## src/rtl/ger_imm_pkg.sv

```systemverilog
// Shared types for the immediate generator: format codes, opcodes and skid buffer states.
package ger_imm_pkg;

    typedef enum logic [2:0] {
        FMT_NONE  = 3'd0,
        FMT_I     = 3'd1,
        FMT_S     = 3'd2,
        FMT_B     = 3'd3,
        FMT_U     = 3'd4,
        FMT_J     = 3'd5,
        FMT_SHAMT = 3'd6
    } fmt_t;

    localparam logic [6:0] OP_LOAD     = 7'b0000011;
    localparam logic [6:0] OP_MISC_MEM = 7'b0001111;
    localparam logic [6:0] OP_IMM      = 7'b0010011;
    localparam logic [6:0] OP_AUIPC    = 7'b0010111;
    localparam logic [6:0] OP_IMM_32   = 7'b0011011;
    localparam logic [6:0] OP_STORE    = 7'b0100011;
    localparam logic [6:0] OP_OP       = 7'b0110011;
    localparam logic [6:0] OP_LUI      = 7'b0110111;
    localparam logic [6:0] OP_OP_32    = 7'b0111011;
    localparam logic [6:0] OP_BRANCH   = 7'b1100011;
    localparam logic [6:0] OP_JALR     = 7'b1100111;
    localparam logic [6:0] OP_JAL      = 7'b1101111;
    localparam logic [6:0] OP_SYSTEM   = 7'b1110011;

    typedef enum logic [1:0] {
        SKID_EMPTY = 2'd0,
        SKID_ONE   = 2'd1,
        SKID_TWO   = 2'd2
    } skid_state_t;

endpackage

```

## src/rtl/ger_imm_decode.sv

```systemverilog
// Combinational RV32I/RV64I immediate decoder: format classification, extension and illegal-opcode flag.
module ger_imm_decode
    import ger_imm_pkg::*;
#(
    parameter int unsigned XLEN = 32
) (
    input  logic [31:0]     inst,
    output logic [XLEN-1:0] imm,
    output fmt_t            fmt,
    output logic            illegal
);

    logic [6:0]         opcode;
    logic signed [11:0] raw_i;
    logic signed [11:0] raw_s;
    logic signed [12:0] raw_b;
    logic signed [31:0] raw_u;
    logic signed [20:0] raw_j;

    assign opcode = inst[6:0];
    assign raw_i  = inst[31:20];
    assign raw_s  = {inst[31:25], inst[11:7]};
    assign raw_b  = {inst[31], inst[7], inst[30:25], inst[11:8], 1'b0};
    assign raw_u  = {inst[31:12], 12'b0};
    assign raw_j  = {inst[31], inst[19:12], inst[20], inst[30:21], 1'b0};

    // Format classification; anything unrecognised collapses to NONE with illegal set.
    always_comb begin
        fmt     = FMT_NONE;
        illegal = 1'b0;
        if (inst[1:0] != 2'b11) begin
            illegal = 1'b1;
        end else begin
            case (opcode)
                OP_OP, OP_OP_32, OP_MISC_MEM: fmt = FMT_NONE;
                OP_LOAD, OP_JALR, OP_SYSTEM:  fmt = FMT_I;
                OP_IMM:    fmt = (inst[13:12] == 2'b01) ? FMT_SHAMT : FMT_I;
                OP_IMM_32: begin
                    if (XLEN == 64) fmt = FMT_I;
                    else            illegal = 1'b1;
                end
                OP_STORE:          fmt = FMT_S;
                OP_BRANCH:         fmt = FMT_B;
                OP_LUI, OP_AUIPC:  fmt = FMT_U;
                OP_JAL:            fmt = FMT_J;
                default:           illegal = 1'b1;
            endcase
        end
    end

    always_comb begin
        imm = '0;
        case (fmt)
            FMT_I:     imm = XLEN'(raw_i);
            FMT_S:     imm = XLEN'(raw_s);
            FMT_B:     imm = XLEN'(raw_b);
            FMT_U:     imm = XLEN'(raw_u);
            FMT_J:     imm = XLEN'(raw_j);
            FMT_SHAMT: imm = (XLEN == 64) ? XLEN'(inst[25:20]) : XLEN'(inst[24:20]);
            default:   imm = '0;
        endcase
    end

endmodule

```

## src/rtl/ger_imm_pipe.sv

```systemverilog
// Registered immediate generator stage: decode + PC-relative target, behind a two-entry skid buffer.
module ger_imm_pipe
    import ger_imm_pkg::*;
#(
    parameter int unsigned XLEN = 32
) (
    input  logic            iCLK,
    input  logic            iRST,
    input  logic            iValid,
    output logic            oReady,
    input  logic [31:0]     iInst,
    input  logic [XLEN-1:0] iPC,
    input  logic            iFlush,
    output logic            oValid,
    input  logic            iReady,
    output logic [XLEN-1:0] oImm,
    output logic [2:0]      oFmt,
    output logic [XLEN-1:0] oTarget,
    output logic [31:0]     oInst,
    output logic [XLEN-1:0] oPC,
    output logic            oIllegal
);

    typedef struct packed {
        logic [31:0]     inst;
        logic [XLEN-1:0] pc;
        logic [XLEN-1:0] imm;
        fmt_t            fmt;
        logic [XLEN-1:0] target;
        logic            illegal;
    } entry_t;

    logic [XLEN-1:0] dec_imm;
    fmt_t            dec_fmt;
    logic            dec_illegal;
    entry_t          in_entry;
    entry_t          main_q;
    entry_t          skid_q;
    skid_state_t     state_q;
    skid_state_t     state_n;
    logic            ready_q;
    logic            valid_q;
    logic            in_xfer;
    logic            out_xfer;
    logic            load_main;
    logic            load_skid;
    logic            shift_skid;

    ger_imm_decode #(.XLEN(XLEN)) u_decode (
        .inst    (iInst),
        .imm     (dec_imm),
        .fmt     (dec_fmt),
        .illegal (dec_illegal)
    );

    always_comb begin
        in_entry         = '0;
        in_entry.inst    = iInst;
        in_entry.pc      = iPC;
        in_entry.imm     = dec_imm;
        in_entry.fmt     = dec_fmt;
        in_entry.target  = iPC + dec_imm;
        in_entry.illegal = dec_illegal;
    end

    assign in_xfer  = iValid & ready_q;
    assign out_xfer = valid_q & iReady;

    always_ff @(posedge iCLK or posedge iRST) begin
        if (iRST) state_q <= SKID_EMPTY;
        else      state_q <= state_n;
    end

    // Next state and payload steering; flush overrides everything and drops any incoming entry.
    always_comb begin
        state_n    = state_q;
        load_main  = 1'b0;
        load_skid  = 1'b0;
        shift_skid = 1'b0;
        case (state_q)
            SKID_EMPTY: begin
                if (in_xfer) begin
                    state_n   = SKID_ONE;
                    load_main = 1'b1;
                end
            end
            SKID_ONE: begin
                if (in_xfer && out_xfer) begin
                    load_main = 1'b1;
                end else if (in_xfer) begin
                    state_n   = SKID_TWO;
                    load_skid = 1'b1;
                end else if (out_xfer) begin
                    state_n = SKID_EMPTY;
                end
            end
            SKID_TWO: begin
                if (out_xfer) begin
                    state_n    = SKID_ONE;
                    shift_skid = 1'b1;
                end
            end
            default: state_n = SKID_EMPTY;
        endcase
        if (iFlush) begin
            state_n    = SKID_EMPTY;
            load_main  = 1'b0;
            load_skid  = 1'b0;
            shift_skid = 1'b0;
        end
    end

    // Ready and valid are registered copies of the next state, so iReady never reaches oReady combinationally.
    always_ff @(posedge iCLK or posedge iRST) begin
        if (iRST) begin
            ready_q <= 1'b0;
            valid_q <= 1'b0;
        end else begin
            ready_q <= (state_n != SKID_TWO);
            valid_q <= (state_n != SKID_EMPTY);
        end
    end

    always_ff @(posedge iCLK or posedge iRST) begin
        if (iRST) begin
            main_q <= '0;
            skid_q <= '0;
        end else begin
            if (load_main)       main_q <= in_entry;
            else if (shift_skid) main_q <= skid_q;
            if (load_skid)       skid_q <= in_entry;
        end
    end

    assign oReady   = ready_q;
    assign oValid   = valid_q;
    assign oImm     = main_q.imm;
    assign oFmt     = main_q.fmt;
    assign oTarget  = main_q.target;
    assign oInst    = main_q.inst;
    assign oPC      = main_q.pc;
    assign oIllegal = main_q.illegal;

endmodule

```

## config.mk

```make
export PLATFORM = sky130hd
export DESIGN_NAME = ger_imm_pipe
export DESIGN_NICKNAME = d
export VERILOG_FILES = /design/src/rtl/ger_imm_pkg.sv /design/src/rtl/ger_imm_decode.sv /design/src/rtl/ger_imm_pipe.sv
export SDC_FILE = /design/constraint.sdc
export NUM_CORES = 1
export LEC_CHECK = 0
export CAP_MARGIN = 20
export CORE_MARGIN = 2
export CORE_UTILIZATION = 30
export CTS_BUF_LIST = sky130_fd_sc_hd__clkbuf_2 sky130_fd_sc_hd__clkbuf_4 sky130_fd_sc_hd__clkbuf_8
export DETAILED_ROUTE_END_ITERATION = 16
export GPL_TIMING_DRIVEN = 0
export PLACE_DENSITY = 0.52
export SLEW_MARGIN = 40
export SYNTH_ARGS = -nofsm -noshare
export SYNTH_HDL_FRONTEND = slang
export SYNTH_SLANG_ARGS = --single-unit
```

## constraint.sdc

```tcl
create_clock -name iCLK -period 14 [get_ports iCLK]
set_input_delay 1.4 -clock iCLK [delete_from_list [all_inputs] [get_ports iCLK]]
set_output_delay 1.4 -clock iCLK [all_outputs]
set_load 0.01 [all_outputs]
```

# ---- After elaboration in Yosys (flattened, before gate mapping)
# Cells that the tools add are included.
dict set report totals {
  regBits 268
  romBits 0
  output_inout_bits 134
  ramBits 0
  inputBits 69
  latchBits 0
  mem_count 0
}
dict set report classes {
  magnitude_cmp 0
  n_div 0
  n_bitwise 2
  n_reduce_logical 7
  n_addsub 1
  n_shift 0
  multipliers 0
  eq_ne 23
  muxes 25
}
# operator n
set op_table {}
lappend op_table {{$mux W132} 2}
lappend op_table {{$pmux W32 S6} 1}
lappend op_table {{$add A32 B32 Y32} 1}
lappend op_table {{$eq A7 B6 Y1 const B} 4}
lappend op_table {{$eq A7 B7 Y1 const B} 4}
lappend op_table {{$pmux W3 S6} 1}
lappend op_table {{$eq A7 B5 Y1 const B} 2}
lappend op_table {{$mux W2} 6}
lappend op_table {{$reduce_or A12 Y1} 1}
lappend op_table {{$mux W1} 11}
lappend op_table {{$eq A3 B3 Y1 const B} 3}
lappend op_table {{$eq A7 B2 Y1 const B} 1}
lappend op_table {{$eq A7 B4 Y1 const B} 1}
lappend op_table {{$eq A3 B2 Y1 const B} 2}
lappend op_table {{$mux W3} 2}
lappend op_table {{$pmux W2 S3} 1}
lappend op_table {{$eq A2 B1 Y1 const B} 2}
lappend op_table {{$ne A2 B2 Y1 const B} 2}
lappend op_table {{$reduce_bool A2 Y1} 2}
lappend op_table {{$eq A3 B1 Y1 const B} 1}
lappend op_table {{$reduce_or A3 Y1} 1}
lappend op_table {{$and A1 B1 Y1} 2}
lappend op_table {{$eq A2 B2 Y1 const B} 1}
lappend op_table {{$logic_not A2 Y1} 1}
lappend op_table {{3 further kinds} 3}

# ---- Depth between registers and ports, before layout
dict set report logic_depth {
  word_depth 8
  depth_mapped 20
  depth_no_buf 18
}

# ---- Modules after synthesis
# From an unflattened synthesis, not the netlist that was laid out.
dict set report unflattened {
  hier_cells 1214
  hier_area_um2 12717.2
}
# mod cells_per_inst instances seq_area_each_um2 area_per_inst_um2
set modules_own_cells {}
lappend modules_own_cells {ger_imm_pipe 1121 1 6706.4 12104.1}
lappend modules_own_cells {ger_imm_decode 93 1 0.0 613.1}

# ---- Least setup slack after synthesis
# No wires, ideal clock.
dict set report synth_timing {
  path_type {input-to-reg}
  startpoint {input port iInst[3]}
  endpoint {register skid_q[32] in the netlist's numbering}
  stages 19
  path_buffers 4
  slack_ns 9.034
  arrival_time_ns 4.833
  required_ns 13.867
  path_cell_list {clkbuf_2 nor4bb_2 and3_1 clkbuf_1 or3_1 clkbuf_1 nand2_2 nand2_1 ha_1 buf_2 a21o_1 nand2_1 nand2_1 a2111o_1 or4_1 a31oi_1 o21bai_1 xnor2_1 o21ai_0}
}
dict set report synth_via {
  elab_chain_cells 7
}
# item line_no
set synth_rtl {}
lappend synth_rtl {{from (decl)} ger_imm_pipe.sv:11} ;# input logic [31:0] iInst,
lappend synth_rtl {{$eq A7 B2 Y1 (tied with other cells)} ger_imm_decode.sv:34} ;# case (opcode)
lappend synth_rtl {{$reduce_or A3 Y1 or $reduce_or A2 Y1 (tied branches)} ger_imm_decode.sv:34}
lappend synth_rtl {{$pmux W3 S6 (*)} ger_imm_decode.sv:34}
lappend synth_rtl {{$mux W3 (*)} ger_imm_decode.sv:31} ;# if (inst[1:0] != 2'b11) begin
lappend synth_rtl {{$eq A3 B3 Y1 (tied with other cells)} ger_imm_decode.sv:53} ;# case (fmt)
lappend synth_rtl {{$pmux W32 S6 (*)} ger_imm_decode.sv:53}
lappend synth_rtl {{named net dec_imm[22]} ger_imm_pipe.sv:33} ;# logic [XLEN-1:0] dec_imm;
lappend synth_rtl {{$add A32 B32 Y32 (*)} ger_imm_pipe.sv:62} ;# in_entry.target = iPC + dec_imm;
lappend synth_rtl {{to (signal assigned)} ger_imm_pipe.sv:131} ;# if (load_skid) skid_q <= in_entry;
lappend synth_rtl {{to (decl)} ger_imm_pipe.sv:38} ;# entry_t skid_q;
# Mark *: on every way through the listed nets, which the timed path passes. The rest lies on a longest branch.
# A chain may end at the register's enable or synchronous reset.

# ---- Worst setup path after layout
dict set report layout_timing {
  startpoint {input port iInst[12]}
  endpoint {register main_q, in the netlist oTarget[31]}
}
dict set report layout_via {
  elab_chain_cells 8
}
# item line_no
set layout_rtl {}
lappend layout_rtl {{$eq A2 B1 Y1 (*)} ger_imm_decode.sv:37} ;# OP_IMM: fmt = (inst[13:12] == 2'b01) ? FMT_SHAMT : FMT_I;
lappend layout_rtl {{$mux W3 (*)} ger_imm_decode.sv:37}
lappend layout_rtl {{$pmux W3 S6 (*)} ger_imm_decode.sv:34}
lappend layout_rtl {{$mux W3 (*)} ger_imm_decode.sv:31}
lappend layout_rtl {{$eq A3 B3 Y1 (tied with other cells)} ger_imm_decode.sv:53}
lappend layout_rtl {{$pmux W32 S6 (*)} ger_imm_decode.sv:53}
lappend layout_rtl {{named net dec_imm[1]} ger_imm_pipe.sv:33}
lappend layout_rtl {{$add A32 B32 Y32 (*)} ger_imm_pipe.sv:62}
lappend layout_rtl {{$mux W132 (*)} ger_imm_pipe.sv:129} ;# if (load_main) main_q <= in_entry;
lappend layout_rtl {{to (signal assigned)} ger_imm_pipe.sv:129}
lappend layout_rtl {{to (signal assigned)} ger_imm_pipe.sv:130} ;# else if (shift_skid) main_q <= skid_q;
lappend layout_rtl {{to (decl)} ger_imm_pipe.sv:37} ;# entry_t main_q;
# Marked as above.

==> flow_summary_export.csv <==
group,metric,value,unit
clock_network,cts.path.max_buffers,3,
timing,clock.fmax,165.1,MHz
floorplan,die_x,209.7,microns
grt,grt_pass1_wl,64560,microns
critical_path,cp-end-kind,"flop",
clock_network,cts_tree,"done",
power,report.power.total,2.521,mW
clock_network,clock_latency,600,ps
drt,routed_wl,42760,microns
synthesis,async_flop_share,100.0,%
place,dp_hpwl,31750,microns
floorplan,dieArea,0.04397,sq mm
clock_network,cts_setup_buffers,0,
power,p_int,1.773,mW
drt,wl_per_cell,20.97,microns
worst_hold_path,hp-class,"reg2reg",
power,vdd_drop_max,0.06089,mV
synthesis,ys_ff_latch,268,
worst_hold_path,whs_path_depth,2,
synthesis,synth_area,0.01269,sq mm
critical_path,reg2regPathDepth,7,
cells_and_area,fin_util,39.16,%
cells_and_area,drive_gt1_share,13.81,%
floorplan,core-area,0.04185,sq mm
critical_path,cp.arrival,6490,ps
clock_network,clk_pin_slew,60,ps
grt,grt_max_degree,75,
power,p_comb_share,24.9,%
critical_path,path_max_fanout,6,
timing,fin_crit_sh,43.27,%
synthesis,postSynthAreaPerCell,10.40,sq um
timing,maxSlewViolCount,0,
power,p_per_area,153.8,mW/mm^2
synthesis,netlist_instances,1220,
drt,antenna_left,0,
drt,drc,0,
power,power.leakage,7.527,nW
synthesis,synth_area_leader_cell,"dfrtp_1",
synthesis,synth_top_area_share,52.84,%
place,io_buffers,197,
worst_hold_path,worstHoldStart,"oPC[5]",
synthesis,synth-edff-count,0,
timing,tightest_slew,826.6,ps
timing,finalSetupViolCount,0,
critical_path,crit_path_start_kind,"primary input",
drt,first_pass_iters,6,
outcome,status,"complete, no violations",
clock_network,ctsHoldBuffers,0,
cells_and_area,layout-area-overhead-vs-synth,29.14,%
synthesis,synth_cell_types,61,
power,power_frac_seq,45.1,%
critical_path,crit-reg2reg-launch,"state_q[1]",
grt,antenna_found_initial,1,
drt,vias_per_cell,5.023,
synthesis,ys_warn_count,0,
clock_network,ctsResizeCount,0,
drt,num_vias,10242,
floorplan,fp.dieH,209.7,microns
timing,finalClockSkew,37.62,ps
timing,maxSlewHeadroom,44.90,%
synthesis,synthFlopType,"dfrtp_1",
synthesis,syn_nets,1321,
clock_network,cts.sinks,268,
floorplan,rows,75,
cells_and_area,num-nets-final,1570,
power,clockPowerShare,30.0,%
drt,drt_iter0_markers,773,
timing,rsz0062_at_grt,"false",
clock_network,cts-root-buf,"clkbuf_8",
critical_path,cp.required,14440,ps
timing,tns,0,ps
critical_path,setup.worst_path.class,"in2reg",
grt,grt_overflow_total,0,
critical_path,cp-startpoint,"iInst[12]",
timing,hold_viol,0,
timing,period_needed,6058,ps
clock_network,cts_buffers,47,
floorplan,io_pins,203,
synthesis,synthTopCellsByArea,"dfrtp_1, mux2_2, nand2_1, a22oi_1, o21ai_0",
flow_run,drv_cap,0,
place,gp_congestion,0.8461,
clock_network,htree_levels,2,
synthesis,yosysSeqAreaShare,52.84,%
grt,track_usage,19.44,%
power,netSwitchingFraction,29.69,%
floorplan,initial_core_util,30.33,%
grt,grt_pass1_vias,10241,
power,switchingPower,0.7485,mW
[layout make-up]
cell class                      count  area [sq um]
Fill cell                        4237         25460
Sequential cell                   268          6706
Multi-Input combinational cell    853          5605
Timing Repair Buffer              200          2054
Clock buffer                       75         907.1
Tap cell                          539         674.4
Buffer                             73         287.8
Inverter                           26         105.1
Clock inverter                      4         47.55
Antenna cell                        1         2.502
[metal layers]
metal / global-route usage (%) / share of wire, % / up-vias
met3: 4.175 / 5.7 / 47
met1: 26.55 / 46 / 5100
met5: 0 / 0 / -
met4: 4.671 / 1.7 / 0
li1: - / - / 4822
met2: 31.54 / 47 / 273
[cell usage in the layout (no fill, tap or decap), types with 12 or more instances in the layout]
master / n
a22oi_1: 98
a21oi_1: 43
nor2_1: 26
clkbuf_8: 55
mux2i_1: 27
a211oi_1: 13
inv_1: 25
clkbuf_1: 54
clkdlybuf4s50_1: 197
nand2_1: 266
nor2b_1: 12
xnor2_1: 18
clkbuf_4: 20
a21o_1: 20
mux2_2: 104
o21ai_0: 94
ha_1: 31
dfrtp_1: 268
[synthesized netlist by cell type (all sizes together) (2+ instances only)]
cell       n
o31ai      2
nor2b     12
a31oi      3
a22o       5
nand3      6
nor2      26
nand2    267
o21a       2
a211oi    14
a22oi     99
or3        2
dfrtp    268
inv       26
and2       9
nand4      3
and4       2
a21oi     43
buf       14
mux2     104
a21boi     2
nor4bb     2
clkbuf    59
a32o       2
a21o      20
o211ai     2
and3       6
a221o      2
mux2i     27
xor2       9
o22ai      2
nor3       8
o21bai     3
o2111a     2
a221oi     2
nand2b     4
ha        31
xnor2     18
or2        2
o21ai     96
o2111ai    2
[final timing paths]
path	endpoint	slack, ps
setup / recovery	oTarget[31]	7940
hold / removal	oPC[5]	470
setup reg to reg	oImm[8]	10850
hold reg to reg	oPC[5]	470
max in group asynchronous	skid_q[7]	11600
min in group asynchronous	oInst[9]	1240
[power groups by stage]
stage | registers [mW] | clock network (mW) | logic [mW]
2_1_floorplan | 1.16 | 0 | 0.286
3_3_place_gp | 1.14 | 0 | 0.619
3_5_place_dp | 1.15 | 0 | 0.634
4_1_cts | 1.14 | 0.779 | 0.636
5_1_grt | 1.17 | 0.812 | 0.689
6_report | 1.14 | 0.755 | 0.628
[state kept, by name, summed over array words and instances (netlist names)]
register / flops
skid_q: 132
oImm: 32
oInst: 32
oPC: 32
oTarget: 32
oFmt: 3
state_q: 2
oIllegal: 1
oReady: 1
oValid: 1
[critical path, cell delays in order]
cell and delay [ps]:
clkdlybuf4s50_1 550, nor2b_1 300, nor3_1 80, a31oi_1 170, o2bb2ai_1 180, or3_1 460
a22oi_1 570, inv_1 100, ha_1 310, a211oi_1 360, o21ai_0 220, or3b_1 270
nand3_1 210, or4_1 590, a31oi_1 220, o21bai_1 110, xnor2_1 270, o21ai_0 110
[cell families (layout without fill, tap and decap cells)]
family	count (synthesis)	count (layout)	synth area share [%]
flops	268	268	52.84
fa+ha+maj	32	32	3.214
simple gates	352	352	11.69
buf+inv	99	378	2.997
other cells	0	1	0
mux	131	131	11.36
compound gates	311	311	16.04
xor+xnor	27	27	1.863
[through the flow]
| stage | instances | worst slack [ps] | cell area [sq um] | hold WS (ps) |
|---|---|---|---|---|
| 5_1_grt | 2038 | 7585 | 16390 | 500.1 |
| 4_1_cts | 2038 | 8041 | 16390 | 477.3 |
| 3_5_place_dp | 1959 | 7440 | 15430 | 461.7 |
| 3_3_place_gp | 1956 | 1470 | 15340 | 461.1 |
| 2_1_floorplan | 1220 | 5218 | 12690 | 450.2 |
| 6_report | 2039 | 7942 | 16390 | 471.2 |
Note: power is estimated with default switching activity, not from simulation.
